## config.mk

```make
export PLATFORM = sky130hd
export DESIGN_NAME = fp29i_to_fp16_pack_flat
export DESIGN_NICKNAME = d
export VERILOG_FILES = /design/src/rtl/fp29i_to_fp16_pack_if.sv /design/src/rtl/fp29i_to_fp16_pack.sv /design/src/flat_wrapper.sv
export SDC_FILE = /design/constraint.sdc
export NUM_CORES = 1
export LEC_CHECK = 0
export BUFFER_PORTS_ARGS = -buffer_cell sky130_fd_sc_hd__buf_2
export CAP_MARGIN = 20
export CORE_ASPECT_RATIO = 2
export CORE_UTILIZATION = 29
export CTS_CLUSTER_DIAMETER = 50
export DETAILED_ROUTE_END_ITERATION = 6
export PLACE_DENSITY_LB_ADDON = 0.3
export SETUP_SLACK_MARGIN = 0.05
export SLEW_MARGIN = 20
export SYNTH_ARGS = -nofsm -noshare
export SYNTH_HDL_FRONTEND = slang
export SYNTH_SLANG_ARGS = --single-unit
```

## constraint.sdc

```tcl
create_clock -name clk -period 6.9 [get_ports clk]
set_clock_uncertainty 0.05 [all_clocks]
set_input_delay 1.38 -clock clk [delete_from_list [all_inputs] [get_ports clk]]
set_output_delay 1.38 -clock clk [all_outputs]
set_load 0.005 [all_outputs]
```

## src/rtl/fp29i_to_fp16_pack_if.sv

```systemverilog
// Handshake and data bundle for the FP29i -> binary16 output packer.
// The slave view belongs to the packer; the master view belongs to whoever feeds
// it words and accepts its results.
interface fp29i_to_fp16_pack_if;
   logic        din_valid;
   logic        din_ready;
   logic        din_uni_sgn;
   logic [5:0]  din_uni_exp;
   logic [21:0] din_uni_man_dn;
   logic        dout_valid;
   logic        dout_ready;
   logic [15:0] dout_fp16;
   logic        dout_ovf;
   logic        dout_unf;
   logic        dout_inx;

   modport master (
      output din_valid, din_uni_sgn, din_uni_exp, din_uni_man_dn, dout_ready,
      input  din_ready, dout_valid, dout_fp16, dout_ovf, dout_unf, dout_inx
   );

   modport slave (
      input  din_valid, din_uni_sgn, din_uni_exp, din_uni_man_dn, dout_ready,
      output din_ready, dout_valid, dout_fp16, dout_ovf, dout_unf, dout_inx
   );
endinterface

```

## src/rtl/fp29i_to_fp16_pack.sv

```systemverilog
// FP29i (sign, 6-bit exponent, 22-bit denormalized mantissa) to IEEE binary16
// packer. Three elastic stages: leading-one detect, normalize/denormalize and
// fraction extraction, then round-to-nearest-even and final packing.
// Input value is man * 2^(exp-50); the binary16 biased exponent of the leading
// one is lead + exp - EXP_OFS.
module fp29i_to_fp16_pack #(
   parameter int EXP_OFS    = 35,
   parameter bit SAT_ON_OVF = 1'b0
) (
   input logic                  clk,
   input logic                  rst_n,
   fp29i_to_fp16_pack_if.slave  bus
);

   localparam logic signed [7:0] EXP_OFS_S = 8'(EXP_OFS);

   // Index of the most significant set bit; 0 for an all-zero word.
   function automatic logic [4:0] lead_one(input logic [21:0] m);
      lead_one = 5'd0;
      for (int i = 0; i < 22; i++) begin
         if (m[i]) lead_one = 5'(i);
      end
   endfunction

   // Round-to-nearest, ties-to-even increment decision.
   function automatic logic rne_inc(input logic lsb, input logic guard, input logic sticky);
      rne_inc = guard & (sticky | lsb);
   endfunction

   // Magnitude used when the rounded exponent leaves the finite range.
   function automatic logic [14:0] ovf_mag(input logic sat);
      ovf_mag = sat ? 15'h7BFF : 15'h7C00;
   endfunction

   logic vld_p1, vld_p2, vld_p3;
   logic rdy_p1, rdy_p2, rdy_p3;

   // Stage 1 registers
   logic        sgn_p1;
   logic [5:0]  exp_p1;
   logic [21:0] man_p1;
   logic [4:0]  lead_p1;
   logic        zero_p1;

   // Stage 2 combinational and registers
   logic signed [7:0] e_s2;
   logic signed [7:0] neg_s2;
   logic              tiny_s2;
   logic [4:0]        sh_s2;
   logic [21:0]       norm_s2;
   logic [44:0]       ext_s2;
   logic [6:0]        eeff_s2;

   logic        sgn_p2;
   logic        zero_p2;
   logic        tiny_p2;
   logic [6:0]  eeff_p2;
   logic [9:0]  frac_p2;
   logic        guard_p2;
   logic        sticky_p2;

   // Stage 3 combinational and registers
   logic [10:0] sum_s3;
   logic [6:0]  erd_s3;
   logic [15:0] fp16_s3;
   logic        ovf_s3;
   logic        unf_s3;
   logic        inx_s3;

   logic [15:0] fp16_p3;
   logic        ovf_p3;
   logic        unf_p3;
   logic        inx_p3;

   // A stage can load when empty or when the stage after it is moving on.
   assign rdy_p3        = ~vld_p3 | bus.dout_ready;
   assign rdy_p2        = ~vld_p2 | rdy_p3;
   assign rdy_p1        = ~vld_p1 | rdy_p2;
   assign bus.din_ready = rdy_p1;

   // Stage valid bits: the only state cleared by reset, so a reset drops every word in flight.
   always_ff @(posedge clk or negedge rst_n) begin
      if (!rst_n) begin
         vld_p1 <= 1'b0;
         vld_p2 <= 1'b0;
         vld_p3 <= 1'b0;
      end else begin
         if (rdy_p1) vld_p1 <= bus.din_valid;
         if (rdy_p2) vld_p2 <= vld_p1;
         if (rdy_p3) vld_p3 <= vld_p2;
      end
   end

   // ---- stage 1: capture input word and locate its leading one ----
   always_ff @(posedge clk) begin
      if (rdy_p1 && bus.din_valid) begin
         sgn_p1  <= bus.din_uni_sgn;
         exp_p1  <= bus.din_uni_exp;
         man_p1  <= bus.din_uni_man_dn;
         lead_p1 <= lead_one(bus.din_uni_man_dn);
         zero_p1 <= (bus.din_uni_man_dn == 22'd0);
      end
   end

   // ---- stage 2: biased exponent, normalize, subnormal right shift, fraction/guard/sticky ----
   always_comb begin
      e_s2    = $signed({3'b000, lead_p1}) + $signed({2'b00, exp_p1}) - EXP_OFS_S;
      tiny_s2 = (e_s2 <= 8'sd0);
      neg_s2  = 8'sd1 - e_s2;
      sh_s2   = 5'd0;
      if (tiny_s2) sh_s2 = (neg_s2 > 8'sd24) ? 5'd24 : neg_s2[4:0];
      norm_s2 = man_p1 << (5'd21 - lead_p1);
      // 24 spare bits below the mantissa catch everything a 24-place shift pushes out.
      ext_s2  = 45'({norm_s2, 24'd0} >> sh_s2);
      eeff_s2 = tiny_s2 ? 7'd0 : e_s2[6:0];
   end

   // Stage 2 register load.
   always_ff @(posedge clk) begin
      if (rdy_p2 && vld_p1) begin
         sgn_p2    <= sgn_p1;
         zero_p2   <= zero_p1;
         tiny_p2   <= tiny_s2;
         eeff_p2   <= eeff_s2;
         frac_p2   <= ext_s2[44:35];
         guard_p2  <= ext_s2[34];
         sticky_p2 <= |ext_s2[33:0];
      end
   end

   // ---- stage 3: round, handle carry/overflow/zero, pack ----
   always_comb begin
      sum_s3  = {1'b0, frac_p2} + {10'd0, rne_inc(frac_p2[0], guard_p2, sticky_p2)};
      // Carry out of the fraction bumps the exponent; a subnormal becomes the min normal.
      erd_s3  = eeff_p2 + {6'd0, sum_s3[10]};
      fp16_s3 = {sgn_p2, erd_s3[4:0], sum_s3[9:0]};
      inx_s3  = guard_p2 | sticky_p2;
      ovf_s3  = 1'b0;
      unf_s3  = tiny_p2 & inx_s3;
      if (zero_p2) begin
         fp16_s3 = {sgn_p2, 15'd0};
         inx_s3  = 1'b0;
         unf_s3  = 1'b0;
      end else if (erd_s3 >= 7'd31) begin
         fp16_s3 = {sgn_p2, ovf_mag(SAT_ON_OVF)};
         ovf_s3  = 1'b1;
         inx_s3  = 1'b1;
      end
   end

   // Stage 3 register load; held while the consumer stalls.
   always_ff @(posedge clk) begin
      if (rdy_p3 && vld_p2) begin
         fp16_p3 <= fp16_s3;
         ovf_p3  <= ovf_s3;
         unf_p3  <= unf_s3;
         inx_p3  <= inx_s3;
      end
   end

   // Outputs read as zero whenever no word is presented.
   assign bus.dout_valid = vld_p3;
   assign bus.dout_fp16  = vld_p3 ? fp16_p3 : 16'h0000;
   assign bus.dout_ovf   = vld_p3 & ovf_p3;
   assign bus.dout_unf   = vld_p3 & unf_p3;
   assign bus.dout_inx   = vld_p3 & inx_p3;

endmodule

```

## src/flat_wrapper.sv

```systemverilog
// flat-port wrapper written by rule: the top's interface ports become plain ports
module fp29i_to_fp16_pack_flat 
#(
   parameter int EXP_OFS    = 35,
   parameter bit SAT_ON_OVF = 1'b0
)
  (clk, rst_n, bus_din_valid, bus_din_uni_sgn, bus_din_uni_exp, bus_din_uni_man_dn, bus_dout_ready, bus_din_ready, bus_dout_valid, bus_dout_fp16, bus_dout_ovf, bus_dout_unf, bus_dout_inx);
  fp29i_to_fp16_pack_if bus_i ();
  input logic clk;
  input logic rst_n;
  input wire logic [$bits(bus_i.din_valid)-1:0] bus_din_valid;
  input wire logic [$bits(bus_i.din_uni_sgn)-1:0] bus_din_uni_sgn;
  input wire logic [$bits(bus_i.din_uni_exp)-1:0] bus_din_uni_exp;
  input wire logic [$bits(bus_i.din_uni_man_dn)-1:0] bus_din_uni_man_dn;
  input wire logic [$bits(bus_i.dout_ready)-1:0] bus_dout_ready;
  output wire logic [$bits(bus_i.din_ready)-1:0] bus_din_ready;
  output wire logic [$bits(bus_i.dout_valid)-1:0] bus_dout_valid;
  output wire logic [$bits(bus_i.dout_fp16)-1:0] bus_dout_fp16;
  output wire logic [$bits(bus_i.dout_ovf)-1:0] bus_dout_ovf;
  output wire logic [$bits(bus_i.dout_unf)-1:0] bus_dout_unf;
  output wire logic [$bits(bus_i.dout_inx)-1:0] bus_dout_inx;
  assign bus_i.din_valid = bus_din_valid;
  assign bus_i.din_uni_sgn = bus_din_uni_sgn;
  assign bus_i.din_uni_exp = bus_din_uni_exp;
  assign bus_i.din_uni_man_dn = bus_din_uni_man_dn;
  assign bus_i.dout_ready = bus_dout_ready;
  assign bus_din_ready = bus_i.din_ready;
  assign bus_dout_valid = bus_i.dout_valid;
  assign bus_dout_fp16 = bus_i.dout_fp16;
  assign bus_dout_ovf = bus_i.dout_ovf;
  assign bus_dout_unf = bus_i.dout_unf;
  assign bus_dout_inx = bus_i.dout_inx;
  fp29i_to_fp16_pack #(.EXP_OFS(EXP_OFS), .SAT_ON_OVF(SAT_ON_OVF)) u_core (.clk(clk), .rst_n(rst_n), .bus(bus_i));
endmodule
```

# [Word-level counts from Yosys, hierarchy flattened]
# Cells that the tools add are included.
[classes] reduce_logical=8 addsub=6 n_mux=26 bitwise=13 n_shift=2 order_cmp=3
[ops] cell=">> shifter 46 x 5 -> 45 bit" n=1
[ops] cell="OR reduction 34 bit" n=1
[ops] cell="2-to-1 mux 4 bit" n=8
[ops] cell="2-to-1 mux 3 bit" n=8
[ops] cell="logical NOT 22 bit" n=1
[ops] cell="left shift 22 x 5 -> 22 bit" n=1
[ops] cell="2-to-1 mux 16 bit" n=1
[ops] cell="2-to-1 mux 15 bit" n=1
[ops] cell="adder 10 x 1 -> 11 bit" n=1
[ops] cell="2-to-1 mux 5 bit" n=2
[ops] cell="> comparator 8 x 6 -> 1 bit (second input constant)" n=1
[ops] cell="<= comparator 8 x 1 -> 1 bit (second input constant)" n=1
[ops] cell="subtractor 2 x 8 -> 8 bit (first input constant)" n=1
[ops] cell="subtractor 8 x 7 -> 8 bit (second input constant)" n=1
[ops] cell="adder 5 x 6 -> 7 bit" n=1
[ops] cell="adder 7 x 1 -> 7 bit" n=1
[ops] cell="greater-or-equal comparator 7 x 5 -> 1 bit (second input constant)" n=1
[ops] cell="OR reduction 6 bit" n=1
[ops] cell="AND 1 bit" n=5
[ops] cell="bitwise OR 1 bit" n=5
[ops] cell="subtractor 5 bit (first input constant)" n=1
[ops] cell="2-to-1 mux 1 bit" n=4
[ops] cell="2-to-1 mux 2 bit" n=2
[ops] cell="OR reduction 2 bit" n=2
[ops] cell="other kinds (2)" n=6
[totals] in_bits=33 register_bits=79

# [Logic depth before layout (Yosys ltp)]
[depth] depth_word=20 ltp_mapped=20 ltp_nobuf=16

# [Worst setup path before layout]
# OpenSTA, ideal clock, no wires.
[synth_timing] path_type="register to register" startpoint="register u_core.lead_p1[0]" endpoint="register u_core.sticky_p2 (data pin)" path_buffers=4 stages_incl_launch_ff=20 arrival_time_ns=4.851 setup_slack_ns=1.727 setup_ns=0.272 period_less_slack_ns=5.173 required_ns=6.578 cell_sequence="edfxtp_1 > ha_1 > fa_1 > ha_1 > clkbuf_1 > inv_1 > clkbuf_1 > ha_1 > o21ai_0 > a222oi_1 > nand2b_1 > o21ai_2 > a22o_1 > buf_2 > buf_2 > o211a_1 > nor4_1 > nand2_1 > o32a_1 > or4b_1"
[synth_between] elab_chain_len=8
[synth_rtl] item="from (decl)" line="fp29i_to_fp16_pack.sv:42" text="logic [4:0] lead_p1;"
[synth_rtl] item="from (signal assigned)" line="fp29i_to_fp16_pack.sv:100" text="lead_p1 <= lead_one(bus.din_uni_man_dn);"
[synth_rtl] item="adder 5 x 6 -> 7 bit *" line="fp29i_to_fp16_pack.sv:107" text="e_s2 = $signed({3'b000, lead_p1}) + $signed({2'b00, exp_p1}) - EXP_OFS_S;"
[synth_rtl] item="subtractor 8 x 7 -> 8 bit *" line="fp29i_to_fp16_pack.sv:107"
[synth_rtl] item="via u_core.e_s2[1]" line="fp29i_to_fp16_pack.sv:46" text="logic signed [7:0] e_s2;"
[synth_rtl] item="subtractor 2 x 8 -> 8 bit" line="fp29i_to_fp16_pack.sv:109" text="neg_s2 = 8'sd1 - e_s2;"
[synth_rtl] item="> comparator 8 x 6 -> 1 bit" line="fp29i_to_fp16_pack.sv:111" text="if (tiny_s2) sh_s2 = (neg_s2 > 8'sd24) ? 5'd24 : neg_s2[4:0];"
[synth_rtl] item="2-to-1 mux 5 bit" line="fp29i_to_fp16_pack.sv:111"
[synth_rtl] item="2-to-1 mux 5 bit *" line="fp29i_to_fp16_pack.sv:111"
[synth_rtl] item=">> shifter 46 x 5 -> 45 bit *" line="fp29i_to_fp16_pack.sv:114" text="ext_s2 = 45'({norm_s2, 24'd0} >> sh_s2);"
[synth_rtl] item="OR reduction 34 bit *" line="fp29i_to_fp16_pack.sv:127" text="sticky_p2 <= |ext_s2[33:0];"
[synth_rtl] item="to (signal assigned)" line="fp29i_to_fp16_pack.sv:127"
[synth_rtl] item="to (decl)" line="fp29i_to_fp16_pack.sv:60" text="logic sticky_p2;"
# Mark *: on every way through the listed nets, which the timed path passes. The rest lies on a longest branch.
# A chain may end at the register's enable or synchronous reset.

# [Worst setup path in the final report]
[layout_timing] startpoint="register u_core.lead_p1[0]" endpoint="register u_core.sticky_p2 (data pin)"
[layout_between] elab_chain_len=8
[layout_rtl] item="adder 5 x 6 -> 7 bit" line="fp29i_to_fp16_pack.sv:107"
[layout_rtl] item="subtractor 8 x 7 -> 8 bit" line="fp29i_to_fp16_pack.sv:107"
[layout_rtl] item="subtractor 2 x 8 -> 8 bit" line="fp29i_to_fp16_pack.sv:109"
[layout_rtl] item="> comparator 8 x 6 -> 1 bit" line="fp29i_to_fp16_pack.sv:111"
[layout_rtl] item="2-to-1 mux 5 bit (2 in series)" line="fp29i_to_fp16_pack.sv:111"
[layout_rtl] item=">> shifter 46 x 5 -> 45 bit *" line="fp29i_to_fp16_pack.sv:114"
[layout_rtl] item="OR reduction 34 bit *" line="fp29i_to_fp16_pack.sv:127"
# Every way passes the cells marked *; elsewhere a longest branch is shown, timed or not.

==> reports/qor.yml <==
clock_network:
  cts_hold_buf: 0
  cts_setup_buffers: 0
  insertion_delay_ns: 0.34
  clock_sinks: 79
  cts_buffer_depth: 2
  cts_root_buf: "clkbuf_16"
  cts_tree: "yes"
  clkSlewWorstSetupHoldPaths_ns: 0.06
  cts_max_level: 3
  cts-buffers-inserted: 9
  cts_resized: 0
sta:
  fmax_mhz: 169.9
  maxSlewViolCount: 0
  setup_viol: 0
  rsz0062_at_grt: "no"
  final.setup.tns_ns: 0
  hold_viol: 0
  fin_crit_ns: 5.887
  period_share: 0.8531
  worst_pin_slew_ns: 1.107
  relSlewSlack: 0.2570
  hold_ws_ns: 0.3671
critical_path:
  endpoint_kind: "flip-flop"
  critPathKind: "flip-flop to flip-flop"
  cp.required_ns: 6.93
  r2r_cells: 17
  startpoint_type: "flip-flop"
  worst_r2r_startpoint: "u_core.lead_p1[0]"
  cp_max_fo: 16
  arrival_ns: 5.92
  crit_start: "u_core.lead_p1[0]"
logic_synthesis:
  synth_edf_count: 76
  async_flop_share: 0.03797
  ys_seq_elements: 79
  syn_inst: 686
  netlist_area_sq_um: 6402
  ys.flop_type: "edfxtp_1"
  syn_avg_cell_area_sq_um: 9.333
  synth_nets: 734
  synthDistinctLibCells: 87
  yosys_warnings: 0
  seq_area_frac_synth: 0.3682
floorplanning:
  die_w_um: 107.1
  fp.dieArea_sq_um: 22710
  num_rows: 76
  core_area_sq_um: 21590
  dieHeight_um: 212.1
  num_io_pins: 54
  start_util: 0.2966
global_route:
  first_global_vias: 5594
  grt.overflow.total: 0
  top_usage_layer: "met2"
  antenna_found_initial: 0
  use_met1: 0.1521
  grt_pass1_wl_mm: 29.21
  grt_max_degree: 36
  grtUsageMet3: 0.02207
  grtUsageTotal: 0.1698
  use_met2: 0.3451
route:
  drtIter0Drc: 483
  ant_nets: 0
  drc: 2
  routed_wl_mm: 18.50
  dr.pass1.iters: 7
  wire_per_inst_um: 18.55
  viasPerCell: 5.526
  vias: 5509
pwr:
  vdd_drop_max_mv: 0.1412
  power.static_leakage_nw: 2.703
  p_per_area_nw_per_um2: 308.4
  total_power_mw: 2.218
placed_design:
  portBuffers: 53
  gp_congestion: 0.9661
  dp.cells: 981
  dpl.hpwl_mm: 14.67
run:
  drv_cap: 0
layout:
  diodes: 0
  fin_nets: 767
  layout-drive-gt1-share: 0.1685
  fin_cells: 997
  areaGrowthSynthToFinish_pct: 12.33
hold_path:
  hold_path_depth: 0
  min_from: "u_core.sgn_p2"
  hold_path.class: "flip-flop to flip-flop"
status:
  violations: "DRC"
  status: "complete, but fails checks"
==> final cells by class <==
type                    count  area, sq um
fillers                  2258        14390
inverters                  17        63.81
clock inverters             5        58.81
flip-flops and latches     79         2357
multi-input cells         551         3802
repair buffers             61        325.3
well taps                 273        341.6
clock buffers              11        242.7
==> placed cells by master (no fill, tap or decap), types with 4 or more instances in the layout <==
master and count:
o21a_1 5, a211oi_1 6, ha_1 14, mux4_2 12, and2_1 33, a21oi_1 53
o21ai_0 22, nand4_1 4, mux2_2 8, mux2i_1 28, nor2b_1 6, o211ai_1 10
xnor2_1 11, inv_1 17, o31ai_1 6, nand2b_1 12, nand3_1 34, edfxtp_1 76
clkbuf_16 9, and3_1 11, o21ai_1 7, nor3_1 17, xor2_1 9, nor4_1 5
nor2_1 65, o21bai_1 7, buf_4 8, nand2_1 65, a31oi_1 11, buf_2 53
o22ai_1 7, a21o_1 4, a311oi_1 4
==> path summary, 6_finish.rpt <==
path / slack (ns) / end
max in group asynchronous: 5.92 / u_core.bus.dout_valid
min reg2reg: 0.37 / u_core.fp16_p3[15]
min: 0.37 / u_core.fp16_p3[15]
max reg2reg: 1.01 / u_core.sticky_p2
max: 1.01 / u_core.sticky_p2
min in group asynchronous: 0.77 / u_core.vld_p1
==> through the flow <==
step	instance area (sq um)	util	setup slack, ns
2_1_floorplan	6402	-	1.727
3_3_place_gp	6890	0.3192	1.155
3_5_place_dp	6890	0.3192	1.084
4_1_cts	7192	0.3332	1.033
5_1_grt	7192	0.3332	0.6887
6_report	7192	0.3332	1.013
==> flip-flops by register name, summed over array words and instances, names as in the netlist, 5 cells and up <==
name / cells
u_core.frac_p2: 10
u_core.lead_p1: 5
u_core.fp16_p3: 16
u_core.exp_p1: 6
u_core.man_p1: 22
u_core.eeff_p2: 7
==> cells in the mapped netlist (10+ instances only) <==
| library cell | number | share of area |
|---|---|---|
| nand2b_1 | 12 | 0.012 |
| and2_1 | 33 | 0.032 |
| a31oi_1 | 11 | 0.011 |
| nand2_1 | 65 | 0.038 |
| a21oi_1 | 53 | 0.041 |
| nand3_1 | 34 | 0.027 |
| inv_1 | 17 | 0.010 |
| o21ai_0 | 22 | 0.017 |
| ha_1 | 14 | 0.027 |
| edfxtp_1 | 76 | 0.36 |
| mux2i_1 | 28 | 0.044 |
| clkbuf_1 | 21 | 0.012 |
| o211ai_1 | 10 | 0.012 |
| nor2_1 | 65 | 0.038 |
| nor3_1 | 17 | 0.013 |
| xnor2_1 | 11 | 0.015 |
| mux4_2 | 12 | 0.042 |
| buf_2 | 10 | 0.0078 |
| and3_1 | 11 | 0.011 |
==> power by group <==
part | switching, mW | total, mW | internal (mW)
clock network | 0.187 | 0.477 | 0.290
registers | 0.0378 | 0.656 | 0.618
logic | 0.692 | 1.09 | 0.393
total | 0.917 | 2.22 | 1.30
==> logic make-up (layout without fill, tap and decap cells) <==
family                   Yosys count  count (layout)  synth area share
AO/OA/AOI/OAI                    194             194            0.2150
XOR/XNOR                          22              22           0.03459
adder cells (fa/ha/maj)           15              15           0.03049
buffers and inverters             56              94           0.03791
flip-flops                        79              79            0.3682
multiplexers                      48              48            0.1001
AND/OR/NAND/NOR                  272             272            0.2138
==> worst max-delay path, cell delays in order (launching register included) <==
cell       delay, ns
edfxtp_1        0.40
ha_1            0.27
fa_1            0.56
ha_1            0.32
xor3_1          0.44
ha_1            0.28
o21ai_0         0.13
a222oi_1        0.20
nand2b_1        0.26
o21ai_2         0.26
a2bb2oi_2       0.08
buf_4           0.21
nor2_1          0.65
o221a_2         0.34
a21boi_0        0.17
a311oi_1        0.07
a2111o_1        0.40
or4b_1          0.51
==> layer usage <==
| metal | vias up | routed length, um |
|---|---|---|
| met1 | 2606 | 6156 |
| met3 | 55 | 553 |
| met2 | 179 | 10820 |
| met5 | - | 0 |
| li1 | 2669 | - |
| met4 | 0 | 966 |
No activity file was read; power rests on OpenSTA's default activity.
